`src/rtl/spi_flash_pkg.sv`:
```
// Shared FSM state encodings, serial-flash opcodes and default geometry
// for the flash read sequencer.
package spi_flash_pkg;

  localparam logic [2:0] ST_IDLE  = 3'd0;
  localparam logic [2:0] ST_CMD   = 3'd1;
  localparam logic [2:0] ST_ADDR  = 3'd2;
  localparam logic [2:0] ST_DUMMY = 3'd3;
  localparam logic [2:0] ST_DATA  = 3'd4;
  localparam logic [2:0] ST_END   = 3'd5;

  localparam logic [7:0] OP_READ      = 8'h03;
  localparam logic [7:0] OP_FAST_READ = 8'h0B;
  localparam logic [7:0] OP_RDSR      = 8'h05;

  localparam int DEF_ADDR_W = 24;
  localparam int DEF_LEN_W  = 16;
  localparam int DEF_CS_GAP = 4;

endpackage

```
`src/rtl/spi_flash_reader_handshake.sv`:
```
// Byte-engine handshake: issues one start at a time and reports the received
// byte on the first cycle busy is low after having been seen high.
module spi_byte_handshake (
  input  logic       i_clk,
  input  logic       i_rst_n,
  input  logic       i_send,
  input  logic [7:0] i_tx_data,
  output logic       o_ready,
  output logic       o_rx_valid,
  output logic [7:0] o_rx_data,
  output logic       o_byte_start,
  output logic [7:0] o_byte_data,
  input  logic       i_byte_busy,
  input  logic [7:0] i_byte_data
);

  logic       r_start;
  logic       r_outstanding;
  logic       r_seen_busy;
  logic [7:0] r_tx;
  logic       w_fire;
  logic       w_done;

  assign o_ready      = ~r_outstanding & ~i_byte_busy;
  assign w_fire       = i_send & o_ready;
  assign w_done       = r_outstanding & r_seen_busy & ~i_byte_busy;
  assign o_rx_valid   = w_done;
  assign o_rx_data    = i_byte_data;
  assign o_byte_start = r_start;
  assign o_byte_data  = r_tx;

  // Busy-fall only counts once busy was observed for the byte we launched.
  always_ff @(posedge i_clk) begin
    if (!i_rst_n) begin
      r_start       <= 1'b0;
      r_tx          <= 8'h00;
      r_outstanding <= 1'b0;
      r_seen_busy   <= 1'b0;
    end else begin
      r_start <= w_fire;
      if (w_fire) begin
        r_tx          <= i_tx_data;
        r_outstanding <= 1'b1;
      end
      if (r_outstanding && i_byte_busy)
        r_seen_busy <= 1'b1;
      if (w_done) begin
        r_outstanding <= 1'b0;
        r_seen_busy   <= 1'b0;
      end
    end
  end

endmodule

```
`src/rtl/spi_flash_reader.sv`:
```
// Serial-flash READ sequencer: drives chip-select and the byte engine through
// command, address, dummy and data phases, streaming data bytes out.
module spi_flash_reader
  import spi_flash_pkg::*;
#(
  parameter logic [7:0] CMD_READ    = OP_READ,
  parameter int         ADDR_W      = DEF_ADDR_W,
  parameter int         LEN_W       = DEF_LEN_W,
  parameter int         DUMMY_BYTES = 0,
  parameter int         CS_GAP      = DEF_CS_GAP
) (
  input  logic              clk_i,
  input  logic              rst_n_i,
  input  logic              req_valid_i,
  output logic              req_ready_o,
  input  logic [ADDR_W-1:0] req_addr_i,
  input  logic [LEN_W-1:0]  req_len_i,
  output logic [7:0]        rd_data_o,
  output logic              rd_valid_o,
  input  logic              rd_ready_i,
  output logic              done_o,
  output logic              cs_n_o,
  output logic              byte_start_o,
  output logic [7:0]        byte_data_o,
  input  logic              byte_busy_i,
  input  logic [7:0]        byte_data_i
);

  localparam int ADDR_BYTES = ADDR_W / 8;
  localparam int GAP_W      = $clog2(CS_GAP + 1);

  logic [2:0]        r_state;
  logic [ADDR_W-1:0] r_addr;
  logic [LEN_W-1:0]  r_remain;
  logic [7:0]        r_idx;
  logic [GAP_W-1:0]  r_gap;
  logic              r_cs_n;
  logic              r_done;
  logic              r_rd_valid;
  logic [7:0]        r_rd_data;

  logic              w_gap_done;
  logic              w_send;
  logic [7:0]        w_tx;
  logic              w_hs_ready;
  logic              w_rx_valid;
  logic [7:0]        w_rx_data;
  logic              w_rd_hs;

  assign w_gap_done  = (r_gap == '0);
  assign w_rd_hs     = r_rd_valid & rd_ready_i;
  assign req_ready_o = (r_state == ST_IDLE) & w_gap_done & ~byte_busy_i;
  assign cs_n_o      = r_cs_n;
  assign done_o      = r_done;
  assign rd_valid_o  = r_rd_valid;
  assign rd_data_o   = r_rd_data;

  // Data phase holds off the next byte while the stream is stalled.
  always_comb begin
    w_send = 1'b0;
    w_tx   = 8'h00;
    case (r_state)
      ST_CMD: begin
        w_send = 1'b1;
        w_tx   = CMD_READ;
      end
      ST_ADDR: begin
        w_send = 1'b1;
        w_tx   = r_addr[ADDR_W-1 -: 8];
      end
      ST_DUMMY: w_send = 1'b1;
      ST_DATA:  w_send = (r_remain != '0) & ~(r_rd_valid & ~rd_ready_i);
      default:  w_send = 1'b0;
    endcase
  end

  spi_byte_handshake u_hs (
    .i_clk        (clk_i),
    .i_rst_n      (rst_n_i),
    .i_send       (w_send),
    .i_tx_data    (w_tx),
    .o_ready      (w_hs_ready),
    .o_rx_valid   (w_rx_valid),
    .o_rx_data    (w_rx_data),
    .o_byte_start (byte_start_o),
    .o_byte_data  (byte_data_o),
    .i_byte_busy  (byte_busy_i),
    .i_byte_data  (byte_data_i)
  );

  always_ff @(posedge clk_i) begin
    if (!rst_n_i) begin
      r_state    <= ST_IDLE;
      r_cs_n     <= 1'b1;
      r_done     <= 1'b0;
      r_rd_valid <= 1'b0;
      r_rd_data  <= 8'h00;
      r_idx      <= 8'd0;
      r_gap      <= GAP_W'(CS_GAP);
    end else begin
      r_done <= 1'b0;
      if (!w_gap_done)
        r_gap <= r_gap - GAP_W'(1);
      if (w_rd_hs)
        r_rd_valid <= 1'b0;
      case (r_state)
        ST_IDLE: begin
          if (req_valid_i && req_ready_o) begin
            r_addr   <= req_addr_i;
            r_remain <= req_len_i;
            r_idx    <= 8'd0;
            if (req_len_i == '0) begin
              r_done <= 1'b1;
              r_gap  <= GAP_W'(CS_GAP);
            end else begin
              r_cs_n  <= 1'b0;
              r_state <= ST_CMD;
            end
          end
        end
        ST_CMD: begin
          if (w_rx_valid)
            r_state <= ST_ADDR;
        end
        ST_ADDR: begin
          if (w_rx_valid) begin
            r_addr <= r_addr << 8;
            if (r_idx == 8'(ADDR_BYTES - 1)) begin
              r_idx   <= 8'd0;
              r_state <= (DUMMY_BYTES > 0) ? ST_DUMMY : ST_DATA;
            end else begin
              r_idx <= r_idx + 8'd1;
            end
          end
        end
        ST_DUMMY: begin
          if (w_rx_valid) begin
            if (r_idx == 8'(DUMMY_BYTES - 1)) begin
              r_idx   <= 8'd0;
              r_state <= ST_DATA;
            end else begin
              r_idx <= r_idx + 8'd1;
            end
          end
        end
        ST_DATA: begin
          if (w_rx_valid && (r_remain != '0)) begin
            r_rd_data  <= w_rx_data;
            r_rd_valid <= 1'b1;
            r_remain   <= r_remain - LEN_W'(1);
          end
          // A zero count here means the byte being handshaken is the last one.
          if (w_rd_hs && (r_remain == '0))
            r_state <= ST_END;
        end
        ST_END: begin
          r_cs_n  <= 1'b1;
          r_done  <= 1'b1;
          r_gap   <= GAP_W'(CS_GAP);
          r_state <= ST_IDLE;
        end
        default: r_state <= ST_IDLE;
      endcase
    end
  end

endmodule

```
`config.mk`:
```
export PLATFORM = sky130hd
export DESIGN_NAME = spi_flash_reader
export DESIGN_NICKNAME = d
export VERILOG_FILES = /design/src/rtl/spi_flash_pkg.sv /design/src/rtl/spi_flash_reader_handshake.sv /design/src/rtl/spi_flash_reader.sv
export SDC_FILE = /design/constraint.sdc
export NUM_CORES = 1
export LEC_CHECK = 0
export BUFFER_PORTS_ARGS = -buffer_cell sky130_fd_sc_hd__buf_2
export CORE_UTILIZATION = 50
export CTS_CLUSTER_SIZE = 25
export DETAILED_ROUTE_END_ITERATION = 12
export PLACE_DENSITY = 0.72
export SLEW_MARGIN = 20
export SYNTH_ARGS = -nofsm -noshare
export SYNTH_HDL_FRONTEND = slang
export SYNTH_SLANG_ARGS = --single-unit
```
`constraint.sdc`:
```
create_clock -name clk_i -period 6 [get_ports clk_i]
set_clock_uncertainty 0.05 [all_clocks]
set_input_delay 0.3 -clock clk_i [delete_from_list [all_inputs] [get_ports clk_i]]
set_output_delay 0.3 -clock clk_i [all_outputs]
set_load 0.02 [all_outputs]
```
==> results.md <==
- Outcome: completed
- Vias: between 2,000 and 3,000
- Vias in the first global route: 2,535
- Worst endpoint data arrival time: about 2700 ps
- Hold Crit Class: input port to register
- RSZ-0062 raised after global routing: no
- Post-synth top cells: 40 x edfxtp_1, 36 x dfxtp_1, 35 x nor2_1
- VDD IR max: between 0.15 and 0.2 mV
- Worst-margin pin slew: roughly 860 ps
- Die Ht: roughly 87 um
- Cell count after synthesis: approximately 330
- Antenna-violating nets left: 0
- Placer's final routability congestion estimate: roughly 0.8
- Final WL: 6760 um
- Worst path cell trace: nor2_4 -> nand2_1 -> or3_1 -> mux2i_1 -> nor2_1
- Rows: 30
- Rel. slew slack: a little over two fifths
- Max-Cap Viols: 0
- Filler cells: 561
- Antenna cells: 0
- Most area-hungry cell type in the Yosys netlist: edfxtp_1
- Final hold vios: 0
- CTS tree: yes
- CP endpoint kind: register
- Pins Over Slew Limit: 0
- Post-CTS Setup Bufs: 0
- Top-count cell post-synth: edfxtp_1
- Setup slack, reg-to-reg: about 3500 ps
- CTS resizes: 0
- CP peak stage delay: between 700 and 800 ps
- Clk root buf: clkbuf_8
- DPL Wire Length: about 4800 um
- Fmax: between 400 and 500 MHz
- Area Growth Syn to Fin: 19.4%
- Die area: 7540 um^2
- Hold buffers post-CTS: 0
- Number of H-tree levels: 3
- Seq. cell area: a little under 2000 um^2
- Fin crit share: 41.6%
- Largest net degree at the start of global routing: 33
- Setup TNS: 0 ps
- Initial core utilization: a little over half
- Clock slew at reported path FFs: around 80 ps
- Reg-to-Reg Start: r_state[0]
- Syn_nets: just under 400
- Top_reg_cell synth: edfxtp_1
- Worst setup path start: r_state[0]
- Nets: 465
- Clock sinks: between 70 and 80
- Core area: ~6900 um^2
- Crit Path Class: register to register
- Drt drc: 0
- Yosys top cell area share: 33.4%
- GRT Total Usage: between 10% and 20%
- #FFs+latches synth: 76
- Worst-Skew Late Latency: ~340 ps
- Minimum clock period: between 2000 and 2500 ps
- CP Data Required Time: slightly above 6000 ps
- Syn_area_per_cell: around 11 um^2
- Leakage: about 1.7 nW
- Initial antenna violation count: 0
- Die Wd: a little under 90 um
- Synth cell types: 54
- Async set-reset flop share out of synthesis: 0%
- Hold Crit Start: byte_data_i[5]
- CP startpoint kind: register
- Multi-input logic area: 1610 um^2
- Post-synth EDFFs: 40
- Layout cells sized above 1: 30.6%
- Final core utilization: 62.6%
- First-pass DRT Iterations: 4
- First-pass GRT wire length: 11,300 um
- Share of the yosys chip area belonging to registers: approximately 53%
- WL per Instance: around 13 um
- CTS buffer count: 9
- Congestion Overflow GR: 0
- Routed vias/inst: roughly 5.2
- Pwr dens: 267 nW/um^2
- # IOs: between 70 and 80
- Setup Viol. Count Final: 0
- Iter 0 DRT Violations: approximately 170
- Buffers on Ports: 73
- Slowest-stage cell, CP: or3_1
- Synth top area cells: edfxtp_1 33%, dfxtp_1 20%, mux2_2 5.0%
- Crit path max fanout: 30
- Max Root-Sink Buffers: 2
- Yosys warns: 0
- Synth Cell Area: ~3600 um^2
==> cell usage in the layout (no fill, tap or decap), types with 2 or more instances in the layout <==
cell type  synthesis  layout
edfxtp_1          40      40
nand4_1            3       3
clkbuf_8           0       9
mux2i_1           16      16
dfxtp_1           36      36
nand2_1           32      32
buf_4              1       3
ha_1               5       5
a31oi_1            2       2
o21ai_1            2       2
xnor2_1           13      13
and4_1             2       2
nor2_1            35      34
a21o_1             2       2
nor4_1             6       6
mux2_2            16      16
nor2b_1           10      10
inv_1              6       6
clkbuf_16          0       2
buf_2              5      73
or2_2              2       2
a311oi_1           2       2
o21ai_0           16      16
xor2_1             4       4
nor3_1            12      11
a211oi_1           4       3
nand2b_1           3       3
and2_1             4       4
nand3_1           12      12
a21oi_1            9       9
nand3b_1           2       2
==> power by group <==
part / internal, W / switching, W
Clock: 0.000244 / 0.000186
Combinational: 0.0000612 / 0.0000668
Sequential: 0.000571 / 0.0000183
Total: 0.000876 / 0.000271
==> path summary, 6_finish.rpt <==
path	endpoint	cells past startpoint
worst min register to register	u_hs.o_byte_data[2]	2
worst min-delay path	rd_data_o[5]	3
worst max-delay path	rd_data_o[0]	5
worst max register to register	rd_data_o[0]	5
==> sequential cells by signal (all words and copies together) (netlist names) <==
register	cells
u_hs.o_byte_start	1
u_hs.r_outstanding	1
rd_data_o	8
u_hs.r_seen_busy	1
u_hs.o_byte_data	8
rd_valid_o	1
r_remain	16
cs_n_o	1
r_gap	3
done_o	1
r_idx	8
r_addr	24
r_state	3
==> metal layers <==
metal	share of wire (%)	GRT usage [%]	vias up
met5	0	0	-
met4	1.0	8.33	0
met3	4.4	3.71	8
met2	47	30.6	70
met1	48	25.6	1219
li1	-	-	1351
==> cell families after synthesis <==
group | Yosys count | share of synthesized area [%]
and+or+nand+nor | 135 | 20.0
DFF | 76 | 53.4
AOI/OAI and AO/OA | 47 | 9.04
muxes | 32 | 9.46
buffers and inverters | 19 | 2.26
xor gates and xnor gates | 17 | 4.14
adders and majority gates | 5 | 1.74
==> metrics by stage <==
| step | worst slack [ps] | instance area (um^2) | hold WS, ps | power [W] | cells |
|---|---|---|---|---|---|
| after floorplan | 2800 | 3600 | 394 | 0.000686 | 331 |
| after global placement | 3660 | 4070 | 395 | 0.000724 | 492 |
| after detailed placement | 3540 | 4070 | 401 | 0.000729 | 492 |
| after CTS | 3490 | 4300 | 132 | 0.00116 | 508 |
| after global routing | 3270 | 4300 | 143 | 0.00120 | 508 |
| final | 3500 | 4300 | 142 | 0.00115 | 508 |
==> final cells by class <==
| class | instances | area share, % |
|---|---|---|
| Timing Repair Buffer | 76 | 9.02 |
| Inverter | 8 | 0.699 |
| Multi-Input combinational cell | 236 | 37.4 |
| Sequential cell | 76 | 44.7 |
| Clock buffer | 12 | 4.13 |
| Clock inverter | 4 | 1.22 |
| Tap cell | 96 | 2.79 |
==> critical path: cells and delay by family (launching register included) <==
kind	cells	cell delay [ps]
flip-flops	1	430
multiplexers	1	270
AND/OR/NAND/NOR	4	1620
Note: power is estimated with default switching activity, not from simulation.
